===== config.mk =====
export PLATFORM = sky130hd
export DESIGN_NAME = cook_timer_ctrl
export DESIGN_NICKNAME = d
export VERILOG_FILES = /design/src/rtl/cook_timer_ctrl.sv
export SDC_FILE = /design/constraint.sdc
export NUM_CORES = 1
export LEC_CHECK = 0
export CAP_MARGIN = 30
export CORE_MARGIN = 8
export CORE_UTILIZATION = 51
export DETAILED_ROUTE_END_ITERATION = 16
export GPL_TIMING_DRIVEN = 0
export PLACE_DENSITY = 0.84
export SLEW_MARGIN = 10
export SYNTH_ARGS = -nofsm -noshare
export SYNTH_HDL_FRONTEND = slang
export SYNTH_SLANG_ARGS = --single-unit

===== constraint.sdc =====
create_clock -name clk -period 2.6 [get_ports clk]
set_input_delay 0.26 -clock clk [delete_from_list [all_inputs] [get_ports clk]]
set_output_delay 0.26 -clock clk [all_outputs]
set_load 0.03 [all_outputs]

===== src/rtl/cook_timer_ctrl.sv =====
// Microwave mm:ss countdown sequencer: keypad entry, counter load/clear, cook/pause/done control.
// Latency: state, loadn, cnt_clrn, mag_on, done and err are registered (1 cycle); count_en and data_* are combinational.
// Backpressure: none; key_valid/sec_tick are single-cycle strobes consumed when legal, and ignored otherwise.
//
// Ports:
//   clk, clrn                 rising-edge clock, synchronous active-low reset
//   sec_tick                  1 Hz one-cycle strobe
//   key_valid, key_digit      keypad strobe and BCD digit
//   start, stop_clear         start/resume and pause/clear requests (levels)
//   door_closed, zero_all     interlock and datapath all-zero status
//   data_min/tens/ones        entry register contents to counter parallel-load inputs
//   loadn, cnt_clrn           active-low load and clear strobes to the counters
//   count_en                  decrement enable into the ones counter
//   mag_on, done, err         magnetron enable, cook-complete, rejected-start pulse
//   state                     current sequencer state
module cook_timer_ctrl #(
    parameter int BEEP_TICKS = 3
) (
    input  logic       clk,
    input  logic       clrn,
    input  logic       sec_tick,
    input  logic       key_valid,
    input  logic [3:0] key_digit,
    input  logic       start,
    input  logic       stop_clear,
    input  logic       door_closed,
    input  logic       zero_all,
    output logic [3:0] data_min,
    output logic [3:0] data_tens,
    output logic [3:0] data_ones,
    output logic       loadn,
    output logic       count_en,
    output logic       cnt_clrn,
    output logic       mag_on,
    output logic       done,
    output logic       err,
    output logic [2:0] state
);

    localparam logic [2:0] S_IDLE  = 3'd0;
    localparam logic [2:0] S_ENTRY = 3'd1;
    localparam logic [2:0] S_LOAD  = 3'd2;
    localparam logic [2:0] S_COOK  = 3'd3;
    localparam logic [2:0] S_PAUSE = 3'd4;
    localparam logic [2:0] S_DONE  = 3'd5;

    localparam logic [3:0] BEEP_LAST = 4'(BEEP_TICKS - 1);

    logic [2:0] state_q;
    logic [2:0] next_state;
    logic [3:0] ent_min;
    logic [3:0] ent_tens;
    logic [3:0] ent_ones;
    logic [3:0] beep_cnt;

    logic key_ok;        // a legal BCD digit was presented
    logic shift_key;     // capture the key into the entry register this cycle
    logic clr_entry;     // zero the entry register (and pulse cnt_clrn)
    logic start_legal;   // entry and door allow a cook to begin
    logic rej_start;     // start requested in ENTRY but refused
    logic beep_inc;      // count a sec_tick while sitting in DONE

    assign key_ok      = key_valid && (key_digit <= 4'd9);
    assign start_legal = door_closed
                         && ({ent_min, ent_tens, ent_ones} != 12'h000)
                         && (ent_tens <= 4'd5);

    always_comb begin
        next_state = state_q;
        shift_key  = 1'b0;
        clr_entry  = 1'b0;
        rej_start  = 1'b0;
        beep_inc   = 1'b0;

        case (state_q)
            S_IDLE: begin
                if (key_ok) begin
                    shift_key  = 1'b1;
                    next_state = S_ENTRY;
                end
            end

            S_ENTRY: begin
                // Clear takes priority over both start and a same-cycle key.
                if (stop_clear) begin
                    clr_entry  = 1'b1;
                    next_state = S_IDLE;
                end else if (start) begin
                    if (start_legal) begin
                        next_state = S_LOAD;
                    end else begin
                        rej_start = 1'b1;
                        shift_key = key_ok;
                    end
                end else begin
                    shift_key = key_ok;
                end
            end

            S_LOAD: begin
                next_state = S_COOK;
            end

            S_COOK: begin
                // Interlock/pause is checked before completion so an open door
                // never lets the sequencer slip into DONE unnoticed.
                if (!door_closed || stop_clear) begin
                    next_state = S_PAUSE;
                end else if (zero_all) begin
                    next_state = S_DONE;
                end
            end

            S_PAUSE: begin
                if (stop_clear) begin
                    clr_entry  = 1'b1;
                    next_state = S_IDLE;
                end else if (start && door_closed) begin
                    next_state = S_COOK;
                end
            end

            S_DONE: begin
                // A keypress here only dismisses the beep; the digit is dropped.
                if (stop_clear || key_valid) begin
                    clr_entry  = 1'b1;
                    next_state = S_IDLE;
                end else if (sec_tick) begin
                    if (beep_cnt >= BEEP_LAST) begin
                        clr_entry  = 1'b1;
                        next_state = S_IDLE;
                    end else begin
                        beep_inc = 1'b1;
                    end
                end
            end

            default: begin
                next_state = S_IDLE;
            end
        endcase
    end

    always_ff @(posedge clk) begin
        if (!clrn) begin
            state_q  <= S_IDLE;
            ent_min  <= 4'd0;
            ent_tens <= 4'd0;
            ent_ones <= 4'd0;
            beep_cnt <= 4'd0;
            loadn    <= 1'b1;
            cnt_clrn <= 1'b0;
            mag_on   <= 1'b0;
            done     <= 1'b0;
            err      <= 1'b0;
        end else begin
            state_q <= next_state;

            if (clr_entry) begin
                ent_min  <= 4'd0;
                ent_tens <= 4'd0;
                ent_ones <= 4'd0;
            end else if (shift_key) begin
                ent_min  <= ent_tens;
                ent_tens <= ent_ones;
                ent_ones <= key_digit;
            end

            if (next_state != S_DONE) begin
                beep_cnt <= 4'd0;
            end else if (beep_inc) begin
                beep_cnt <= beep_cnt + 4'd1;
            end

            // Strobes are decoded from next_state so they line up with the
            // cycle the sequencer actually occupies the corresponding state.
            loadn    <= (next_state != S_LOAD);
            cnt_clrn <= !clr_entry;
            mag_on   <= (next_state == S_COOK);
            done     <= (next_state == S_DONE);
            err      <= rej_start;
        end
    end

    // The ones counter only decrements while genuinely cooking; the same-cycle
    // door/stop terms stop the tick that coincides with a pause request.
    assign count_en  = (state_q == S_COOK) && sec_tick && !zero_all
                       && door_closed && !stop_clear;

    assign data_min  = ent_min;
    assign data_tens = ent_tens;
    assign data_ones = ent_ones;
    assign state     = state_q;

endmodule


; Word level (Yosys, flattened, before mapping)
; Cells that the tools add are included.
[word_totals]
register_bits = 24
out_inout_bits = 21
word_cells = 73
[op_classes]
addsub = 1
order_cmp = 3
eq_ne = 9
mux = 27
n_bitwise = 3
n_reduce_logical = 20
[ops]
columns = cell, count
row1 = 3-bit two-way mux, 11
row2 = 3-bit case mux with 6 select lines, 1
row3 = 1-bit two-way mux, 13
row4 = 12-bit nonzero test, 1
row5 = "3-bit by 2-bit equality test with 1-bit output, second input constant", 3
row6 = "3-bit equality test, second input constant", 3
row7 = 1-bit logical AND, 8
row8 = 2-bit OR reduction, 3
row9 = "4-bit by 1-bit adder with 4-bit output, second input constant", 1
row10 = "4-bit by 2-bit greater-or-equal comparator with 1-bit output, second input constant", 1
row11 = "4-bit by 3-bit <= comparator with 1-bit output, second input constant", 1
row12 = "4-bit <= comparator, second input constant", 1
row13 = 1-bit zero test, 4
row14 = 1-bit case mux with 2 select lines, 2
row15 = 4-bit OR reduction, 1
row16 = "3-bit by 1-bit equality test with 1-bit output, second input constant", 1
row17 = 3-bit zero test, 1
row18 = "3-bit by 2-bit != test with 1-bit output, second input constant", 1
row19 = "3-bit != test, second input constant", 1
row20 = 1-bit inverter, 3
row21 = 1-bit logical OR, 2

; Depth between registers and ports, before layout
; Gate-level depths: netlist of the first run.
[depth]
ltp_word = 9
mapped_depth = 7

; Least setup slack after synthesis of the first run
; Ideal clock, no wire load.
[synth_timing]
path_type = register to output
start = register state_q[1], in the netlist state[1]
end = output count_en
arrival_ps = 1755
required_ps = 2340
path_slack_ps = 585
path_stages_with_launch = 4
cell_sequence = dfxtp_1 buf_2 nand3b_1 nor4_1
[synth_between]
elab_chain_len = 5
[synth_rtl]
columns = item, line_no
row1 = "start, declared", 49  ; logic [2:0] state_q;
row2 = "start signal, assigned", 157  ; state_q <= next_state;
row3 = 3-bit by 2-bit equality test with 1-bit output, 187  ; assign count_en = (state_q == S_COOK) && sec_tick && !zero_all
row4 = 1-bit logical AND (2 in series), 187
row5 = 1-bit logical AND (2 in series), 188  ; && door_closed && !stop_clear;
row6 = "end, declared", 32  ; output logic count_en,
; Every way passes these cells.

; Worst setup path after layout of the first run
[layout_timing]
start = input stop_clear
end = output count_en
[layout_between]
elab_chain_len = 2
[layout_rtl]
columns = item, line_no
row1 = "start, declared", 25  ; input logic stop_clear,
row2 = 1-bit zero test, 188
row3 = 1-bit logical AND, 188
; Every way passes these cells.

==> results of run 1 <==
==> tightest hold or removal path: cells and delay by family (launching register included) <==
| family | cells | cell delay [ns] |
|---|---|---|
| buffers and inverters | 1 | 0.05 |
| AOI/OAI and AO/OA | 1 | 0.04 |
| DFF | 1 | 0.34 |
==> cell families (layout without fill, tap and decap cells) <==
logic type                 after synthesis  after routing  synth area share
DFF                                     24             24             0.396
xor gates and xnor gates                 2              2            0.0144
muxes                                   12             12            0.0990
AOI/OAI and AO/OA                       26             26             0.163
and+or+nand+nor                         47             47             0.248
adders and majority gates                2              2            0.0206
buffers and inverters                   15             50            0.0588
==> final timing paths <==
| path | from | endpoint | slack [ns] | cells past startpoint |
|---|---|---|---|---|
| max | stop_clear | count_en | 0.28 | 4 |
| min | beep_cnt[3]$_SDFFE_PP0P_ | beep_cnt[3]$_SDFFE_PP0P_ | 0.47 | 2 |
| max reg2reg | beep_cnt[0]$_SDFFE_PP0P_ | data_min[1]$_SDFFE_PP0P_ | 0.64 | 7 |
| min reg2reg | beep_cnt[3]$_SDFFE_PP0P_ | beep_cnt[3]$_SDFFE_PP0P_ | 0.47 | 2 |
==> cells in the final DEF (no fill, tap or decap), types with 2 or more instances in the layout <==
cell	Yosys	routed
a211oi_2	2	2
xnor2_1	2	2
nand3b_1	2	2
nand2b_1	2	2
nor4_1	3	3
ha_1	2	2
nor3_1	2	2
a31oi_1	2	2
clkbuf_4	0	3
clkbuf_1	2	2
a211oi_1	4	4
a31o_2	2	2
nor2_1	2	2
a21oi_1	8	8
nand3_1	20	20
inv_1	8	8
o21ai_0	2	2
mux2i_1	12	12
nand2_1	2	2
dfxtp_1	24	24
and3_1	2	2
buf_2	3	3
nor3b_1	2	2
clkdlybuf4s50_1	0	32
==> sequential cells by signal, indices dropped and copies added, names as in the netlist <==
signal     count
data_tens      4
mag_on         1
beep_cnt       4
data_ones      4
loadn          1
cnt_clrn       1
data_min       4
state          3
done           1
err            1
==> cell type report <==
type                       instances  area share
multi-input combinational         89       0.416
tap                               28      0.0220
clock buffer                       3      0.0142
timing repair buffer              32       0.201
buffer                             7      0.0259
sequential                        24       0.302
inverter                           8      0.0189
==> through the flow <==
step / total power (W) / instances / instance area [um^2] / hold slack (ns) / setup WS [ns]
floorplan: 0.000467 / 128 / 1210 / 0.332 / 0.585
global placement: 0.000517 / 188 / 1570 / 0.430 / 0.409
detailed placement: 0.000520 / 188 / 1570 / 0.443 / 0.357
CTS: 0.000678 / 191 / 1590 / 0.465 / 0.348
global route: 0.000708 / 191 / 1590 / 0.478 / 0.188
finish: 0.000673 / 191 / 1590 / 0.468 / 0.280
==> power by group through the flow <==
| stage | combinational, W | sequential (W) | clock, W |
|---|---|---|---|
| after detailed placement | 0.000130 | 0.000390 | 0 |
| after floorplan | 0.0000603 | 0.000406 | 0 |
| after global placement | 0.000127 | 0.000390 | 0 |
| after CTS | 0.000131 | 0.000382 | 0.000165 |
| final | 0.000132 | 0.000382 | 0.000159 |
| after global routing | 0.000141 | 0.000383 | 0.000184 |
==> per-layer routing <==
metal / GRT usage / share of wire / up-vias
met5: 0 / 0 / -
met1: 0.165 / 0.41 / 530
li1: - / - / 547
met2: 0.253 / 0.47 / 44
met3: 0.0670 / 0.10 / 6
met4: 0.0681 / 0.017 / 0
==> metrics.md, run 1 <==
| Metric | Value |
|---|---|
| Reg clk slew, reported paths | 0.12 ns |
| Post-synth cell types | 40 |
| Post-Route Skew | 0.00153 ns |
| First-pass GRT wire length | 5290 um |
| Crit path required time | 2.34 ns |
| Hold_buf cts | 0 |
| Clock root buffer | clkbuf_4 |
| Worst slew margin | 0.594 |
| # diodes | 0 |
| RSZ-0062 raised after global routing | false |
| Synth area leaders | dfxtp_1 (40%), mux2i_1 (9.9%), nand3_1 (8.2%) |
| Flop pwr share | 0.568 |
| Synth Warn # | 0 |
| Initial antenna violation count | 0 |
| Worst-Margin Slew | 0.603 ns |
| Post-synth EDFFs | 0 |
| Most frequent cell after synthesis | dfxtp_1 |
| Final nets | 179 |
| # DRC | 0 |
| Max IR drop VDD | 336 uV |
| Status | finished, final reports clean |
| Fmax achieved | 431 MHz |
| DR pass1 iterations | 4 |
| Fin. max-slew vios | 0 |
| Iter 0 DRT Violations | 44 |
| Routability congestion estimate | 0.865 |
| Layout cells sized above 1 | 0.110 |
| Final setup fails | 0 |
| Period utilization | 0.892 |
| Synthesized area | 1210 um^2 |
| Core box area | 2230 um^2 |
| Post-synth top area share | 0.396 |
| Site Rows | 17 |
| Critical path class | primary input to output port |
| Setup bufs post-CTS | 0 |
| Leak | 0.587 nW |
| Power share of the combinational group | 0.196 |
| Core Util, Final | 0.713 |
| CP Max Fanout | 7 |
| Psw | 0.000186 W |
| Area leader, netlist | dfxtp_1 |
| Minimum clock period | 2.32 ns |
| Synth cell count leaders | dfxtp_1 (24), nand3_1 (20), mux2i_1 (12) |
| TNS Setup | 0 ns |
| Die W | 64.8 um |
| IO buf count | 32 |
| WP buf/inv | 2 |
| Max-Cap Viols | 0 |
| Clock Sinks | 24 |
| Synthesized area per cell | 9.48 um^2 |
| H-tree levels | 1 |
| Post-Syn Nets | 142 |
| Synthesis-to-layout area growth | 31.1% |
| Worst setup EP type | output port |
| Asr flop ratio synth | 0 |
| Synth Instances | 128 |
| Die ar. | 4200 um^2 |
| Num ports | 33 |
| Hold/Removal Path Class | flop to flop |
| Clk_lat worst skew | 0.31 ns |
| GRT Residual Overflow | 0 |
| Routed WL | 3230 um |
| Most used cell, CP | clkdlybuf4s50_1 |
| CTS tree | yes |
| Worst-path cell chain | clkdlybuf4s50_1 -> nand2b_1 -> nor4_1 -> clkdlybuf4s50_1 |
| CP max stage cell | clkdlybuf4s50_1 |
| Critical path arrival | 2.06 ns |
| CP top delay family | buffers and inverters |
| Routed Antenna Nets | 0 |
| Post-cts sizing count | 0 |
| Largest net degree at the start of global routing | 13 |
| Via count | 1127 |
| Post-DP HPWL | 2470 um |
| Die Y | 64.8 um |
| Number of CTS-inserted buffers | 3 |
| WL/cell | 16.9 um |
| Via-to-Cell Ratio | 5.90 |
| Power per cell area | 423 nW/um^2 |
| Fin. Hold Viols | 0 |
| GRT Total Usage | 0.153 |
| Initial core utilization | 0.543 |
| Register Area | 480 um^2 |
| Max stage delay on crit path | 0.74 ns |
| Fillcell total | 196 |
| Clock Power Share | 0.236 |
| CP startpoint kind | primary input |
| Pint | 0.000487 W |
| Top_reg_cell synth | dfxtp_1 |
| Register area share after synthesis | 0.396 |
| #FFs+latches synth | 24 |
| Sw Ratio | 0.276 |
| Vias in the first global route | 1157 |
| Multi-input gate area | 662 um^2 |
| Worst-case clock buffer depth | 2 |
Note: power is estimated with default switching activity, not from simulation.
==> run 2, diff against run 1 <==
Settings changed: CAP_MARGIN 30 to 20.
==> results of run 2 <==
No change in the layout: final DEF, timing and power equal those of run 1.
==> run 3, diff against run 2 <==
Settings changed: CORE_MARGIN 8 to not set, GPL_TIMING_DRIVEN 0 to not set.
==> metrics.md, run 3 (same netlist as run 1, synthesis figures left out) <==
| Metric | Value |
|---|---|
| Status | finished, final reports clean |
| Multi-input gate area | 662 um^2 |
| Iter 0 DRT Violations | 24 |
| Routability congestion estimate | 0.825 |
| Fin. Hold Viols | 0 |
| Clock root buffer | clkbuf_4 |
| Worst-Margin Slew | 0.586 ns |
| Routed WL | 2780 um |
| CP Max Fanout | 12 |
| First-pass GRT wire length | 4720 um |
| Non-Filler Instances | 186 |
| Routed Antenna Nets | 0 |
| Setup bufs post-CTS | 0 |
| Initial core utilization | 0.543 |
| Critical path class | flop to output port |
| GRT Total Usage | 0.241 |
| Power per cell area | 490 nW/um^2 |
| Largest net degree at the start of global routing | 18 |
| Hold EP | beep_cnt[3]$_SDFFE_PP0P_ |
| Critical path arrival | 1.99 ns |
| Power, Total | 0.000778 W |
| Post-DP HPWL | 2060 um |
| Initial antenna violation count | 0 |
| Clock Sinks | 24 |
| CTS tree | yes |
| Hold/Removal Path Class | flop to flop |
| Most frequent cells in the layout | clkdlybuf4s50_1 (32), dfxtp_1 (24), nand3_1 (20) |
| Crit path required time | 2.34 ns |
| Clk_lat worst skew | 0.31 ns |
| TNS Setup | 0 ns |
| Number of CTS-inserted buffers | 3 |
| Reg clk slew, reported paths | 0.13 ns |
| IO buf count | 32 |
| Vias in the first global route | 1057 |
| Post-Route Skew | 0.00154 ns |
| Reg2reg start | beep_cnt[0]$_SDFFE_PP0P_ |
| Placed Cells | 182 |
| Via count | 1113 |
| Die ar. | 2580 um^2 |
| Fillcell total | 183 |
| Leak | 0.576 nW |
| CP startpoint kind | flop |
| Worst slew margin | 0.599 |
| Minimum clock period | 2.25 ns |
| Via-to-Cell Ratio | 5.98 |
| R2R setup slack | 0.61 ns |
| Worst-case clock buffer depth | 2 |
| Layout cells sized above 1 | 0.0949 |
| HP Start | beep_cnt[3]$_SDFFE_PP0P_ |
| WL/cell | 14.9 um |
| Site Rows | 17 |
| Reg2reg path depth | 6 |
| Final setup fails | 0 |
| Die Y | 50.8 um |
| Final nets | 173 |
| Register Area | 480 um^2 |
| Reg-to-Reg End | data_tens[3]$_SDFFE_PP0P_ |
| # DRC | 0 |
| Die W | 50.8 um |
| Max-Cap Viols | 0 |
| # diodes | 0 |
| Fin. max-slew vios | 0 |
| GRT Residual Overflow | 0 |
| Post-cts sizing count | 0 |
| RSZ-0062 raised after global routing | false |
| Synthesis-to-layout area growth | 30.8% |
| Core box area | 2230 um^2 |
| Hold_buf cts | 0 |
| Max IR drop VDD | 425 uV |
| Commonest non-fill, non-tap cell in the layout | clkdlybuf4s50_1 |
| Fmax achieved | 445 MHz |
| Hold Path Cell Cnt | 2 |
| Period utilization | 0.865 |
| DR pass1 iterations | 4 |
| Num ports | 33 |
| Worst setup EP type | output port |
| H-tree levels | 1 |
-- run 3: cell type report --
type,count,area share
Clock buffer,3,0.0142
Clock inverter,1,0.0189
Inverter,8,0.0189
Multi-Input combinational cell,89,0.417
Sequential cell,24,0.303
Tap cell,28,0.0221
Timing Repair Buffer,33,0.206
-- run 3: how the worst max path moves through the flow --
stage	start	endpoint	slack [ns]
after floorplan	state[1]$_SDFF_PN0_	count_en	0.59
after global placement	stop_clear	count_en	0.44
after detailed placement	stop_clear	count_en	0.38
after CTS	state[1]$_SDFF_PN0_	count_en	0.36
after global routing	state[1]$_SDFF_PN0_	count_en	0.21
final	state[1]$_SDFF_PN0_	count_en	0.35
-- run 3: per-stage QoR --
| stage | cell area (um^2) | setup WS, ns | util | hold WS (ns) |
|---|---|---|---|---|
| final | 1590 | 0.351 | 0.711 | 0.460 |
| after global routing | 1590 | 0.211 | 0.711 | 0.487 |
| after CTS | 1590 | 0.358 | 0.711 | 0.462 |
| after detailed placement | 1540 | 0.378 | 0.687 | 0.442 |
| after global placement | 1540 | 0.439 | 0.687 | 0.435 |
| after floorplan | 1210 | 0.585 | - | 0.332 |
-- run 3: report_power, final --
part	switching [W]	leakage (nW)	internal (W)	total (W)
Combinational	0.0000698	0.354	0.0000549	0.000125
Clock	0.000112	0.0279	0.000156	0.000268
Sequential	0.00000919	0.194	0.000376	0.000386
-- run 3: per-layer routing --
| metal | track usage | up-vias | share of wire |
|---|---|---|---|
| li1 | - | 533 | - |
| met1 | 0.299 | 538 | 0.45 |
| met2 | 0.424 | 38 | 0.48 |
| met3 | 0.0394 | 4 | 0.054 |
| met4 | 0.0694 | 0 | 0.0076 |
| met5 | 0 | - | 0 |
-- run 3: critical path, stage by stage, from the launching register on --
cell and delay, ns:
dfxtp_1 0.59, nand3b_1 0.17, nor4_1 0.19, clkdlybuf4s50_1 0.72
==> edit: new RTL, config.mk and constraints of run 2 <==
Register the input `clrn` before use. The logic sees it one clock later. The other inputs are not delayed to match.
--- a/src/rtl/cook_timer_ctrl.sv
+++ b/src/rtl/cook_timer_ctrl.sv
@@ -46,6 +46,12 @@
 
     localparam logic [3:0] BEEP_LAST = 4'(BEEP_TICKS - 1);
 
+    logic clrn_q;
+
+    always_ff @(posedge clk) begin
+        clrn_q <= clrn;
+    end
+
     logic [2:0] state_q;
     logic [2:0] next_state;
     logic [3:0] ent_min;
@@ -142,7 +148,7 @@
     end
 
     always_ff @(posedge clk) begin
-        if (!clrn) begin
+        if (!clrn_q) begin
             state_q  <= S_IDLE;
             ent_min  <= 4'd0;
             ent_tens <= 4'd0;
Behaviour: not the same (a bounded check fails within 4 cycles, from zero or initial values).
==> edit against run 2 <==
Via count decreased by 12%. Global-route usage decreased by 1.6 points. Routed wire length decreased by 20%. Sequential cell count increased by 1. Worst setup slack got worse by 0.0062 ns. Final area decreased by 7.5%. Sequential share of layout area increased by 3.8 points. Count of clock-buffer cells in the layout increased by 1. Highest routed layer unchanged. Total power increased by 1.2%. Synthesized area decreased by 10%. Maximum frequency decreased by 0.27%. Critical endpoint unchanged. Die area decreased by 7.6%.
==> edit: results (changes against run 2) <==
| Metric | Value |
|---|---|
| Static Leak | 0.5778 nW (-1.5%) |
| Register area | 500.5 um^2 (+4.2%) |
| Crit path buf inv count | 2 (unchanged) |
| Compound-Gate Fraction of Synth Area | 10.77% (-5.5 points) |
| Routed wire per std cell | 13.98 um (-17%) |
| Number of global-route vias before repair | 987 (-15%) |
| Worst reg-to-reg setup slack | 0.60 ns (-0.04 ns) |
| Post-CTS Setup Inserts | 0 (unchanged) |
| Rel. slew slack | 72.25% (+13 points) |
| Top post-synthesis cells by area | dfxtp_1, mux2i_1, nor2_1 |
| CTS max path bufs | 2 (unchanged) |
| Commonest cells in the netlist | dfxtp_1, nor2_1, mux2i_1, inv_1, a21oi_1 |
| Post-synthesis adder-cell area fraction | 2.291% (+0.23 points) |
| Worst hold path type | primary input to register |
| Final Non-Filler Cells | 184 (-3.7%) |
| Min setup slack post-route | 0.2741 ns (-0.006237 ns) |
| Total track usage | 13.72% (-1.6 points) |
| Slowest cell on the critical path | clkdlybuf4s50_1 |
| CP max stage delay | 0.58 ns (-0.16 ns) |
| Cell count after synthesis | 121 (-5.5%) |
| Synth Area in XOR/XNOR | 0.8018% (-0.64 points) |
| Seq/Total Area, Yosys | 45.82% (+6.2 points) |
| Fin nets | 172 (-3.9%) |
| Vias/cell | 5.380 (-8.8%) |
| Clock Skew | 0.005282 ns (+0.003753 ns) |
| Post-DP HPWL | 1992 um (-20%) |
| Buffers on Ports | 32 (unchanged) |
| CP startpoint | door_closed |
| Mux cell area share after synthesis | 11.00% (+1.1 points) |
| First-pass GRT wire length | 4560 um (-14%) |
| Peak supply drop | 0.3374 mV (+0.34%) |
| Status | finished, final reports clean |
| Diodes inserted | 0 (unchanged) |
| Worst R2R Path Depth | 7 (unchanged) |
| Drt initial violations | 31 (-30%) |
| Layout cells sized above 1 | 7.643% (-3.4 points) |
| Worst reg2reg path endpoint | beep_cnt[0]$_SDFFE_PP0P_ |
| Critical path peak fanout | 5 (-2) |
| Yosys warns | 0 (unchanged) |
| Crit path max-delay family | buffers and inverters |
| Worst r2r src | beep_cnt[0]$_SDFFE_PP0P_ |
| DP Worst Slack | -0.02709 ns (-0.3845 ns) |
| Crit path DAT | 2.07 ns |
| Placed Area | 1446 um^2 (-7.8%) |
| Sw frac | 25.70% (-1.9 points) |
| 1st-pass router iterations | 5 (+1) |
| Fillers | 169 (-14%) |
| Routability congestion estimate | 0.9091 (+5.1%) |
| Post-Syn Nets | 135 (-4.9%) |
| Synth unique cells | 33 (-18%) |
| Pin count of the biggest net entering global routing | 14 (+1) |
| Clk root buf | clkbuf_4 |
-- edit: area by class of cell --
class / instances / share of cell area, %
clock buffer: 4 / 1.786
tap: 27 / 2.296
multi-input combinational: 84 / 36.56
buffer: 4 / 1.616
timing repair buffer: 32 / 21.68
inverter: 8 / 2.041
sequential: 25 / 34.01
-- edit: metal layers --
layer	track usage (%)	vias up	wire (um)	share of wire [%]
li1	-	500	-	-
met1	16.60	452	1181	46
met2	21.73	36	1148	45
met3	5.376	2	227	8.8
met4	4.274	0	14	0.54
met5	0	-	0	0
-- edit: how the worst min path moves through the flow --
stage                              from                       end  slack, ns  depth (start not counted)
2_1_floorplan                      clrn            clrn_q$_DFF_P_       0.29                          0
3_3_place_gp   beep_cnt[3]$_SDFFE_PP0P_  beep_cnt[3]$_SDFFE_PP0P_       0.42                          2
3_5_place_dp             clrn_q$_DFF_P_          loadn$_SDFF_PN1_       0.42                          1
4_1_cts                            clrn            clrn_q$_DFF_P_       0.38                          1
5_1_grt                            clrn            clrn_q$_DFF_P_       0.39                          1
6_report                           clrn            clrn_q$_DFF_P_       0.39                          1
-- edit: power by group through the flow --
stage / clock network [mW] / logic, mW / registers (mW)
floorplan: 0 / 0.0503 / 0.426
global placement: 0 / 0.115 / 0.410
detailed placement: 0 / 0.116 / 0.410
CTS: 0.172 / 0.117 / 0.402
global route: 0.190 / 0.128 / 0.403
finish: 0.162 / 0.117 / 0.401
-- edit: cell families (layout without fill, tap and decap cells) --
group | after synthesis | in the layout
fa+ha+maj | 2 | 2
flops | 25 | 25
buf+inv | 12 | 48
mux | 12 | 12
xor+xnor | 1 | 1
simple gates | 51 | 51
compound gates | 18 | 18
-- edit: what timing repair did --
item / CTS / global route
hold buffers: 0 / 0
resized for setup: 1 / 0
endpoints found under the setup margin: 1 / 0
